**src/rtl/uart_rx_fifo.sv**
```systemverilog
// ============================================================================
// Module   : uart_rx_fifo
// Purpose  : 8N1 UART receiver (16x baud tick) feeding a first-word-fall-
//            through receive FIFO with sticky overrun / framing flags.
// Revision : 1.0  initial release
// ============================================================================
`default_nettype none

module uart_rx_fifo #(
  parameter int DEPTH = 16,
  parameter int AW    = 4
) (
  input  logic          clk,
  input  logic          reset,
  input  logic          baud_tick,
  input  logic          rxd,
  input  logic          rd_strobe,
  input  logic          err_clr,
  output logic [7:0]    rx_data,
  output logic          rx_ready,
  output logic [AW:0]   fifo_count,
  output logic          overrun,
  output logic          frame_err
);

  typedef enum logic [1:0] {
    S_IDLE  = 2'd0,
    S_START = 2'd1,
    S_DATA  = 2'd2,
    S_STOP  = 2'd3
  } state_t;

  localparam logic [AW:0]   c_full    = (AW+1)'(DEPTH);
  localparam logic [AW:0]   c_cnt_one = (AW+1)'(1);
  localparam logic [AW-1:0] c_ptr_one = AW'(1);

  logic          r_rx_meta;
  logic          r_rxs;
  state_t        r_state;
  state_t        w_state_nxt;
  logic [3:0]    r_tc;
  logic [3:0]    w_tc_nxt;
  logic [2:0]    r_bi;
  logic [2:0]    w_bi_nxt;
  logic [7:0]    r_shift;
  logic [7:0]    w_shift_nxt;
  logic          w_push_req;
  logic          w_frame_set;

  logic [7:0]    r_mem [DEPTH];
  logic [AW-1:0] r_wr_ptr;
  logic [AW-1:0] r_rd_ptr;
  logic [AW:0]   r_count;
  logic          r_rd_strobe_d;
  logic          r_overrun;
  logic          r_frame_err;
  logic          w_full;
  logic          w_pop;
  logic          w_push;
  logic          w_overrun_set;

  always_ff @(posedge clk) begin
    if (reset) begin
      r_rx_meta <= 1'b1;
      r_rxs     <= 1'b1;
    end else begin
      r_rx_meta <= rxd;
      r_rxs     <= r_rx_meta;
    end
  end

  always_ff @(posedge clk) begin
    if (reset) begin
      r_state <= S_IDLE;
      r_tc    <= 4'd0;
      r_bi    <= 3'd0;
      r_shift <= 8'h00;
    end else begin
      r_state <= w_state_nxt;
      r_tc    <= w_tc_nxt;
      r_bi    <= w_bi_nxt;
      r_shift <= w_shift_nxt;
    end
  end

  always_comb begin
    w_state_nxt = r_state;
    w_tc_nxt    = r_tc;
    w_bi_nxt    = r_bi;
    w_shift_nxt = r_shift;
    w_push_req  = 1'b0;
    w_frame_set = 1'b0;
    if (baud_tick) begin
      case (r_state)
        S_IDLE: begin
          if (!r_rxs) begin
            w_state_nxt = S_START;
            w_tc_nxt    = 4'd0;
          end
        end
        S_START: begin
          // Mid start bit: a high level here means the falling edge was noise
          if (r_tc == 4'd7) begin
            w_tc_nxt = 4'd0;
            if (!r_rxs) begin
              w_state_nxt = S_DATA;
              w_bi_nxt    = 3'd0;
            end else begin
              w_state_nxt = S_IDLE;
            end
          end else begin
            w_tc_nxt = r_tc + 4'd1;
          end
        end
        S_DATA: begin
          w_tc_nxt = r_tc + 4'd1;
          if (r_tc == 4'd15) begin
            w_shift_nxt = {r_rxs, r_shift[7:1]};
            w_bi_nxt    = r_bi + 3'd1;
            if (r_bi == 3'd7) begin
              w_state_nxt = S_STOP;
            end
          end
        end
        S_STOP: begin
          w_tc_nxt = r_tc + 4'd1;
          if (r_tc == 4'd15) begin
            w_state_nxt = S_IDLE;
            w_push_req  = r_rxs;
            w_frame_set = ~r_rxs;
          end
        end
        default: begin
          w_state_nxt = S_IDLE;
        end
      endcase
    end
  end

  // A pop in the same cycle frees a slot, so a push into a full FIFO still lands
  assign w_full        = (r_count == c_full);
  assign w_pop         = rd_strobe & ~r_rd_strobe_d & (r_count != '0);
  assign w_push        = w_push_req & (~w_full | w_pop);
  assign w_overrun_set = w_push_req & w_full & ~w_pop;

  always_ff @(posedge clk) begin
    if (w_push) begin
      r_mem[r_wr_ptr] <= r_shift;
    end
  end

  always_ff @(posedge clk) begin
    if (reset) begin
      r_wr_ptr      <= '0;
      r_rd_ptr      <= '0;
      r_count       <= '0;
      r_rd_strobe_d <= 1'b0;
    end else begin
      r_rd_strobe_d <= rd_strobe;
      if (w_push) begin
        r_wr_ptr <= r_wr_ptr + c_ptr_one;
      end
      if (w_pop) begin
        r_rd_ptr <= r_rd_ptr + c_ptr_one;
      end
      case ({w_push, w_pop})
        2'b10:   r_count <= r_count + c_cnt_one;
        2'b01:   r_count <= r_count - c_cnt_one;
        default: r_count <= r_count;
      endcase
    end
  end

  always_ff @(posedge clk) begin
    if (reset) begin
      r_overrun   <= 1'b0;
      r_frame_err <= 1'b0;
    end else begin
      if (w_overrun_set) begin
        r_overrun <= 1'b1;
      end else if (err_clr) begin
        r_overrun <= 1'b0;
      end
      if (w_frame_set) begin
        r_frame_err <= 1'b1;
      end else if (err_clr) begin
        r_frame_err <= 1'b0;
      end
    end
  end

  assign rx_data    = (r_count == '0) ? 8'h00 : r_mem[r_rd_ptr];
  assign rx_ready   = (r_count != '0);
  assign fifo_count = r_count;
  assign overrun    = r_overrun;
  assign frame_err  = r_frame_err;

endmodule

`default_nettype wire

```
**config.mk**
```make
export PLATFORM = sky130hd
export DESIGN_NAME = uart_rx_fifo
export DESIGN_NICKNAME = d
export VERILOG_FILES = /design/src/rtl/uart_rx_fifo.sv
export SDC_FILE = /design/constraint.sdc
export NUM_CORES = 1
export LEC_CHECK = 0
export BUFFER_PORTS_ARGS = -buffer_cell sky130_fd_sc_hd__clkbuf_2
export CAP_MARGIN = 30
export CORE_MARGIN = 2
export CORE_UTILIZATION = 60
export CTS_CLUSTER_SIZE = 20
export DETAILED_ROUTE_END_ITERATION = 8
export GPL_ROUTABILITY_DRIVEN = 0
export GPL_TIMING_DRIVEN = 0
export MAX_ROUTING_LAYER = met4
export PLACE_DENSITY = 0.77
export SKIP_LAST_GASP = 1
export SYNTH_ARGS = -nofsm -noshare
export SYNTH_HDL_FRONTEND = slang
export SYNTH_SLANG_ARGS = --single-unit
```
**constraint.sdc**
```tcl
create_clock -name clk -period 4.5 [get_ports clk]
set_clock_uncertainty 0.1 [all_clocks]
set_input_delay 1.35 -clock clk [delete_from_list [all_inputs] [get_ports clk]]
set_output_delay 1.35 -clock clk [all_outputs]
set_load 0.01 [all_outputs]
```
; ---- Word level (Yosys, flattened, before mapping)
; Memory sizes are Yosys's and may differ from the RTL's. A register that Yosys moved wholly into a read port is not among the register bits.
; Index checks and enable logic that the tools add are counted.
[word_totals]
reg_bits = 35
latchBits = 0
ramBits = 128
rom_bits = 0
inputBits = 6
elab_cells = 85
n_memories = 1
[memory_table]
columns = name, depth, word_bits, rd, rd_clocked_by_memory_dff, wr, line_no
row1 = r_mem, 16, 8, 1, 1, 1, 50  ; logic [7:0] r_mem [DEPTH];
[op_classes]
n_addsub = 6
n_mul = 0
n_div = 0
magnitude_cmp = 0
n_eq_ne = 15
shift = 0
n_mux = 29
bitwise_logic = 10
n_reduce_logical = 12
[ops]
columns = cell, n
row1 = 4-bit two-way mux, 4
row2 = "4-bit by 1-bit adder with 4-bit output, second input constant", 3
row3 = 2-bit two-way mux, 6
row4 = "2-bit inequality test, second input constant", 6
row5 = 4-bit case mux with 3 select lines, 1
row6 = 1-bit two-way mux, 11
row7 = 5-bit case mux with 2 select lines, 1
row8 = 3-bit two-way mux, 3
row9 = 8-bit two-way mux, 1
row10 = 2-bit case mux with 4 select lines, 1
row11 = 2-bit nonzero test, 4
row12 = "2-bit == test, second input constant", 3
row13 = 3-bit case mux with 2 select lines, 1
row14 = 6-bit AND reduction, 1
row15 = "5-bit by 1-bit adder with 5-bit output, second input constant", 1
row16 = 1-bit bitwise AND, 5
row17 = "5-bit == test, second input constant", 1
row18 = 5-bit logical NOT, 1
row19 = 5-bit AND reduction, 1
row20 = 5-bit nonzero test, 1
row21 = "5-bit by 1-bit subtractor with 5-bit output, second input constant", 1
row22 = "2-bit by 1-bit == test with 1-bit output, second input constant", 2
row23 = "4-bit by 3-bit == test with 1-bit output, second input constant", 1
row24 = "4-bit == test, second input constant", 1
row25 = other kinds (8), 11

; ---- Logic depth before layout (Yosys ltp)
; Gate-level depths: netlist of the first run.
[logic_depth]
word_depth = 7
depth_mapped = 12
depth_no_buf = 11

; ---- Worst setup path before layout of the first run
; Ideal clock, no wire load.
[synth_path]
path_type = input -> register
startpoint = in baud_tick
endpoint = reg r_count[4], in the netlist fifo_count[4]
setup_ns = 0.078
t_arrival_ns = 3.245
required_ns = 4.322
path_slack_ns = 1.077
path_stages = 11
path_buffers = 1
cell_sequence = nand3_1 > nor2_1 > buf_2 > nor2_1 > nor2_1 > a21oi_1 > ha_1 > o21a_1 > or4_1 > and3_1 > nor3_1
[synth_via]
elab_chain_len = 4
elab_cells_between_ends = 6
[synth_rtl]
columns = item, line_no
row1 = start: declaration, 15  ; input logic baud_tick,
row2 = 1-bit two-way mux (*), 93  ; if (baud_tick) begin
row3 = 1-bit bitwise AND (*), 143  ; assign w_push = w_push_req & (~w_full | w_pop);
row4 = 2-bit by 1-bit == test with 1-bit output or 2-bit == test (tied branches), 166  ; case ({w_push, w_pop})
row5 = 5-bit case mux with 2 select lines or 2-bit nonzero test (tied branches), --
row6 = end signal: assignment, 167  ; 2'b10: r_count <= r_count + c_cnt_one;
row7 = end signal: assignment, 168  ; 2'b01: r_count <= r_count - c_cnt_one;
row8 = end signal: assignment, 169  ; default: r_count <= r_count;
row9 = end: declaration, 53  ; logic [AW:0] r_count;
; Mark *: on every way between the ends. The rest lies on a longest branch, timed or not.
; A chain may end at the register's enable or synchronous reset.

==> results of run 1 <==
-- state kept, by name, indices dropped and copies added, names as in the netlist, named ones only --
signal and flops:
r_mem 128, r_shift 8, fifo_count 5, r_rd_ptr 4, r_tc 4, r_wr_ptr 4
r_bi 3, frame_err 1, overrun 1, r_rd_strobe_d 1, r_rx_meta 1, r_rxs 1
r_state 1
-- synth_stat cells, drive strengths merged, types with 2 or more instances --
cell    count  area, um^2
buf        11        56.3
nand3       9        45.0
xor2        5        43.8
nand2b      3        18.8
nand2      17        63.8
nor2       44         165
and3        3        18.8
nor3        7        35.0
o211ai      4        30.0
inv         7        26.3
mux2i      13         130
clkbuf     10        37.5
or2         4        25.0
edfxtp    128        3840
mux4       40         901
a21oi      16        80.1
nor2b      12        75.1
xnor2       3        26.3
nand4       3        18.8
or4         4        30.0
ha         10         125
nand3b      2        15.0
a22oi       4        30.0
nor4        3        25.0
dfxtp      39         781
o21ai       4        20.0
-- final cells by class --
class,instances,area [um^2]
Multi-Input combinational cell,219,2000
Clock inverter,11,179
Clock buffer,21,429
Buffer,21,93.8
Timing Repair Buffer,24,128
Inverter,7,26.3
Sequential cell,167,4620
Tap cell,140,175
Fill cell,669,3230
-- per-stage QoR --
stage          std cells  utilization, %  power (mW)
2_1_floorplan        414               -        2.38
3_3_place_gp         574            64.5        2.64
3_5_place_dp         578            64.7        2.66
4_1_cts              610            70.3        4.14
5_1_grt              610            70.3        4.30
6_report             610            70.3        4.12
-- final timing paths --
check                       startpoint  cells after the start                    endpoint
setup / recovery             flip-flop                      5                  rx_data[6]
hold / removal    r_rx_meta$_SDFF_PP1_                      1            r_rxs$_SDFF_PP1_
setup reg to reg  r_tc[0]$_SDFFE_PP0P_                     12  fifo_count[4]$_SDFFE_PP0P_
hold reg to reg   r_rx_meta$_SDFF_PP1_                      1            r_rxs$_SDFF_PP1_
-- critical path: stages, from the launching register on --
cell                       delay (ns)
sky130_fd_sc_hd__dfxtp_1         0.45
sky130_fd_sc_hd__buf_1           0.58
sky130_fd_sc_hd__mux4_2          0.47
sky130_fd_sc_hd__mux4_2          0.47
sky130_fd_sc_hd__nor2b_1         0.15
sky130_fd_sc_hd__clkbuf_2        0.17
-- routing by layer --
metal	global-route usage (%)	routed length, um	up-vias
met5	-	0	-
li1	-	-	1689
met4	10.3	346	0
met1	29.3	4990	1844
met3	6.64	1010	28
met2	42.5	7010	169
-- power by group through the flow --
| stage | combinational, mW | clock (mW) | sequential (mW) |
|---|---|---|---|
| 6_report | 0.912 | 1.48 | 1.72 |
| 2_1_floorplan | 0.634 | 0 | 1.75 |
| 3_5_place_dp | 0.910 | 0 | 1.75 |
| 3_3_place_gp | 0.888 | 0 | 1.75 |
| 5_1_grt | 1.01 | 1.56 | 1.73 |
| 4_1_cts | 0.920 | 1.50 | 1.72 |
-- cells by family (layout without fill, tap and decap cells) --
group / count (synthesis) / count (layout) / share of synthesized area, %
xor+xnor: 8 / 8 / 1.04
mux: 54 / 54 / 15.5
flops: 167 / 167 / 68.6
buf+inv: 28 / 84 / 1.78
simple gates: 112 / 112 / 8.03
fa+ha+maj: 10 / 10 / 1.86
compound gates: 35 / 35 / 3.25
==> results by group, run 1 <==
Outcome
  – Run status: finished clean

Placed design
  – Worst slack, placed: 0.546 ns
  – Final HPWL from detailed placement: 8330 um
  – Number of port buffers: 20
  – Placed instance area: 7050 um^2

Worst setup path
  – Setup slack, reg-to-reg: 1.39 ns
  – CP Class: reg2out
  – Endpoint type of the worst setup path: primary output
  – Worst endpoint data arrival time: 2.81 ns
  – Crit Path Max Fanout: 10
  – Required arrival time at the worst endpoint: 3.05 ns
  – Startpoint class of the critical path: flip-flop

Logic synthesis
  – Proportion of synthesized chip area in sequential cells: 68.6%
  – Yosys warning count: 0
  – Number of enable flip-flop cells after synthesis: 128
  – Mean post-synth cell area: 16.3 um^2
  – Post-Synthesis Net Count: 430
  – Share of synthesized registers carrying an async set or reset: 0%
  – Post-synthesis instance area: 6740 um^2
  – Gate count of the mapped netlist: 414
  – Synth unique cells: 39
  – Most used flip-flop cell after synthesis: sky130_fd_sc_hd__edfxtp_1
  – Number of synthesized register bits: 167

Power
  – Maximum vdd drop: 0.445 mV
  – Proportion of power drawn by combinational gates: 22.2%
  – Share of total power consumed by net switching: 26.2%
  – Share of power burned in the clock network: 36.1%
  – Sequential power share: 41.8%
  – Int Power: 3.04 mW
  – Static Leakage: 2.74 nW
  – Switch Pwr: 1.08 mW
  – Power Density: 538 nW/um^2

Layout
  – Final Instance Area: 7650 um^2
  – Most used cells in the layout excluding fill and tap cells: sky130_fd_sc_hd__edfxtp_1, sky130_fd_sc_hd__nor2_1, sky130_fd_sc_hd__mux4_2
  – Number of nets in the finished design: 473
  – Area growth from synthesis to final layout: 13.5%
  – ANT cells: 0
  – Commonest non-fill, non-tap cell in the layout: sky130_fd_sc_hd__edfxtp_1
  – Proportion of layout cells with a drive suffix above 1: 21.5%

Die
  – Die width: 110 um
  – Die area: 12100 um^2
  – Floorplan Core Area: 10900 um^2
  – Standard-cell rows: 38
  – Die extent in y: 110 um
  – Number of top-level pins: 22
  – Starting density of the core: 61.9%

CTS
  – Root Driver: sky130_fd_sc_hd__clkbuf_8
  – Post-CTS setup-driven buffer insertion count: 0
  – Clock buffer depth: 2
  – Clock net sink count: 167
  – CTS H-tree depth: 4
  – Cts repair resizes: 0
  – Number of buffers inserted by hold repair at cts: 0
  – Clock transition at the register clock pins on the worst setup and hold paths after CTS: 0.06 ns
  – Clock latency on the worst-skew pair: 0.52 ns
  – Clock tree from TritonCTS: built
  – TritonCTS Buffers: 17

Global routing
  – Tot GR Track Use: 25.4%
  – Number of global-route vias before repair: 3737
  – Pin count of the biggest net entering global routing: 19
  – Wire length of the first global-routing pass: 20700 um
  – Antenna violations before repair: 0
  – Remaining global-route overflow: 0

Drt
  – Initial DRT Pass Iterations: 5
  – DRC violation count after routing: 0
  – Detail-routed net length per standard cell: 21.9 um
  – Via count of the routed design: 3730
  – Antenna viol nets, final: 0
  – Initial DRC Count: 407
  – Routed vias/inst: 6.11
  – Final routed wirelength across all metal layers: 13400 um

Timing
  – RSZ-0062 raised after global routing: false
  – # setup viols final: 0
  – Worst path setup slack after routing: 0.242 ns
  – Min Clock Period, post-route: 4.26 ns
  – Final worst hold slack: 0.308 ns
  – Fmax: 0.235 GHz
  – Final count of hold timing violations: 0
  – Max-slew headroom at the worst pin: 42.3%
  – Max Transition Viols Final: 0
  – Slew at the pin closest to its max-slew limit: 0.863 ns
  – Fraction of the cycle the final worst path needs: 94.6%
  – Setup TNS Final: 0 ns

Job
  – Max-cap viol count: 0

Hold path
  – Path type of the worst min-delay path: reg2reg
Power figures use the tool's default switching activity.
==> run 2: changes to the inputs <==
ABC_AREA = 1   (was not set)
SLEW_MARGIN = 0   (was not set)
clock period = 4.9 ns   (was 4.5 ns; I/O delays follow)
==> results by group, run 2 <==
CTS
  – Root Driver: sky130_fd_sc_hd__clkbuf_16
  – Number of buffers inserted by hold repair at cts: 0 (unchanged)
  – CTS H-tree depth: 4 (unchanged)
  – TritonCTS Buffers: 17 (unchanged)
  – Clock tree from TritonCTS: built
  – Cts repair resizes: 0 (unchanged)
  – Clock net sink count: 167 (unchanged)
  – Post-CTS setup-driven buffer insertion count: 0 (unchanged)
  – Clock buffer depth: 2 (unchanged)
  – Clock transition at the register clock pins on the worst setup and hold paths after CTS: 0.06 ns (about the same)
  – Clock latency on the worst-skew pair: 0.43 ns (-0.09 ns)

Layout
  – Proportion of layout cells with a drive suffix above 1: 11.7% (-9.8 points)
  – Flip-flop count of the largest register, all copies and words added: 128 (unchanged)
  – Most used cells in the layout excluding fill and tap cells: sky130_fd_sc_hd__edfxtp_1, sky130_fd_sc_hd__nor2_1, sky130_fd_sc_hd__o21ai_0
  – Number of nets in the finished design: 668 (+41%)
  – ANT cells: 0 (unchanged)
  – Most flop-heavy register: r_mem
  – Area taken by multi-input logic gates: 1950 um^2 (-2.2%)
  – Area growth from synthesis to final layout: 13.0%
  – Area occupied by registers: 4620 um^2 (unchanged)
  – Final core occ: 68.6% (-1.7 points)
  – Commonest non-fill, non-tap cell in the layout: sky130_fd_sc_hd__edfxtp_1
  – Layout filler cell count: 802 (+20%)
  – Final Instance Area: 7730 um^2 (+1.1%)

Worst setup path
  – Crit Path Max Fanout: 10 (unchanged)
  – Worst endpoint data arrival time: 2.60 ns (-0.21 ns)
  – Largest stage delay on the critical path: 0.52 ns (-0.06 ns)
  – Slowest cell on crit path: sky130_fd_sc_hd__clkbuf_1
  – Endpoint type of the worst setup path: primary output
  – Crit path cell chain: clkbuf_1 -> inv_1 -> clkbuf_1 -> o221ai_1 -> nand3_1 -> a21oi_1 -> clkbuf_2
  – Most common cell type on the critical path: sky130_fd_sc_hd__clkbuf_1
  – Kind of cell adding the most delay to the critical path: buffers and inverters
  – Required arrival time at the worst endpoint: 3.33 ns (+0.28 ns)
  – CP Class: reg2out
  – Startpoint class of the critical path: flip-flop
  – Sum of buffers and inverters on the critical path: 4 (+2)

Logic synthesis
  – Synth unique cells: 32 (-18%)
  – Post-Synthesis Net Count: 629 (+46%)
  – Cell types with the largest area share after synthesis: sky130_fd_sc_hd__edfxtp_1, sky130_fd_sc_hd__dfxtp_1, sky130_fd_sc_hd__nor2_1, sky130_fd_sc_hd__o21ai_0, sky130_fd_sc_hd__o221ai_1
  – Share of synthesized registers carrying an async set or reset: 0% (unchanged)
  – Post-synthesis cell type with the largest combined area: sky130_fd_sc_hd__edfxtp_1
  – Number of enable flip-flop cells after synthesis: 128 (unchanged)
  – Area share of the leading cell type in the synthesized netlist: 56.2% (-0.84 points)
  – Gate count of the mapped netlist: 613 (+48%)
  – Top cells by count, synth: sky130_fd_sc_hd__edfxtp_1, sky130_fd_sc_hd__nor2_1, sky130_fd_sc_hd__o21ai_0
  – Most common cell in the synthesized netlist: sky130_fd_sc_hd__edfxtp_1
  – Mean post-synth cell area: 11.2 um^2 (-31%)
  – Most used flip-flop cell after synthesis: sky130_fd_sc_hd__edfxtp_1
  – Number of synthesized register bits: 167 (unchanged)
  – Post-synthesis instance area: 6840 um^2 (+1.5%)
  – Yosys warning count: 0 (unchanged)
  – Proportion of synthesized chip area in sequential cells: 67.6% (-1.0 points)

Job
  – Max-cap viol count: 0 (unchanged)

Power
  – Int Power: 2.57 mW (-15%)
  – Proportion of power drawn by combinational gates: 18.4% (-3.8 points)
  – Maximum vdd drop: 0.348 mV (-22%)
  – Static Leakage: 2.96 nW (+8.0%)
  – Design Power: 3.58 mW (-13%)
  – Switch Pwr: 1.00 mW (-7.2%)
  – Share of power burned in the clock network: 38.2% (+2.1 points)
  – Power Density: 462 nW/um^2 (-14%)
  – Sequential power share: 43.4% (+1.6 points)
  – Share of total power consumed by net switching: 28.0% (+1.8 points)

Placed design
  – Worst slack, placed: 1.31 ns (+0.763 ns)
  – Number of port buffers: 20 (unchanged)
  – Final HPWL from detailed placement: 10500 um (+25%)
  – Placed instance area: 7120 um^2 (+1.1%)

Timing
  – Max-slew headroom at the worst pin: 33.2% (-9.1 points)
  – Final count of hold timing violations: 0 (unchanged)
  – Fmax: 0.240 GHz
  – Min Clock Period, post-route: 4.17 ns
  – Fraction of the cycle the final worst path needs: 85.1%
  – Slew at the pin closest to its max-slew limit: 0.998 ns (+0.135 ns)
  – # setup viols final: 0 (unchanged)
  – Worst path setup slack after routing: 0.728 ns (+0.487 ns)
  – Setup TNS Final: 0 ns (unchanged)
  – Max Transition Viols Final: 0 (unchanged)
  – RSZ-0062 raised after global routing: false

Drt
  – Final routed wirelength across all metal layers: 15900 um (+19%)
  – Detail-routed net length per standard cell: 19.7 um (-10%)
  – Via count of the routed design: 4857 (+30%)
  – Routed vias/inst: 6.01 (-1.7%)
  – Antenna viol nets, final: 0 (unchanged)
  – Initial DRT Pass Iterations: 5 (unchanged)
  – DRC violation count after routing: 0 (unchanged)
  – Initial DRC Count: 679 (+67%)

Die
  – Number of top-level pins: 22 (unchanged)
  – Die extent in y: 111 um (+0.72%)
  – Floorplan Core Area: 11300 um^2 (+3.5%)
  – Standard-cell rows: 39 (+2.6%)
  – Starting density of the core: 60.7% (-1.2 points)
  – Die area: 12300 um^2 (+1.4%)
  – Die width: 111 um (+0.72%)

Global routing
  – Number of global-route vias before repair: 4577 (+22%)
  – Remaining global-route overflow: 0 (unchanged)
  – Tot GR Track Use: 27.0% (+1.7 points)
  – Pin count of the biggest net entering global routing: 19 (unchanged)
  – Antenna violations before repair: 0 (unchanged)
  – Wire length of the first global-routing pass: 24000 um (+16%)

Hold path
  – Path type of the worst min-delay path: reg2reg

Outcome
  – Run status: finished clean
run 2: area by class of cell:
class / instances / area share, %
flip-flops and latches: 167 / 59.8
inverters: 42 / 2.04
clock inverters: 14 / 2.36
repair buffers: 20 / 1.29
plain buffers: 27 / 1.39
multi-input cells: 377 / 25.3
clock buffers: 18 / 5.55
well taps: 143 / 2.31
run 2: final timing paths:
| check | start | end | slack [ns] | cells past startpoint |
|---|---|---|---|---|
| hold reg to reg | r_rx_meta$_SDFF_PP1_ | r_rxs$_SDFF_PP1_ | 0.31 | 1 |
| hold / removal | r_rx_meta$_SDFF_PP1_ | r_rxs$_SDFF_PP1_ | 0.31 | 1 |
| setup reg to reg | r_tc[0]$_SDFFE_PP0P_ | r_mem[3][1]$_DFFE_PP_ | 2.28 | 7 |
| setup / recovery | flip-flop | rx_data[6] | 0.73 | 7 |
run 2: metal layers:
layer | global-route usage [%] | part of all wire, % | vias up
met5 | - | 0 | -
met4 | 12.8 | 3.3 | 0
met3 | 5.90 | 8.6 | 44
met2 | 43.6 | 49 | 259
met1 | 32.8 | 39 | 2289
li1 | - | - | 2265
run 2: worst reg2reg max path, delay by kind of cell (launching register included):
family / cells / cell delay, ns
flip-flops: 1 / 0.40
adder cells (fa/ha/maj): 1 / 0.21
AND/OR/NAND/NOR: 6 / 1.53
run 2: per-stage QoR:
step                      hold WS [ns]  instances
after global placement           0.291        776
after floorplan                  0.289        613
after global routing             0.342        808
after detailed placement         0.296        776
final                            0.308        808
after CTS                        0.310        808
run 2: logic make-up (layout without fill, tap and decap cells):
kind of cell               count (synthesis)  count (layout)  synth area share (%)
buffers and inverters                     69             121                  3.88
adders and majority gates                 10              10                  1.83
AOI/OAI and AO/OA                        150             150                  12.8
and+or+nand+nor                          215             215                  13.6
DFF                                      167             167                  67.6
xor gates and xnor gates                   2               2                 0.256
run 2: power by group through the flow:
stage	clock network (mW)	registers (mW)	logic, mW
global placement	0	1.58	0.618
finish	1.36	1.55	0.659
global route	1.43	1.55	0.720
detailed placement	0	1.58	0.643
floorplan	0	1.58	0.426
CTS	1.37	1.55	0.647
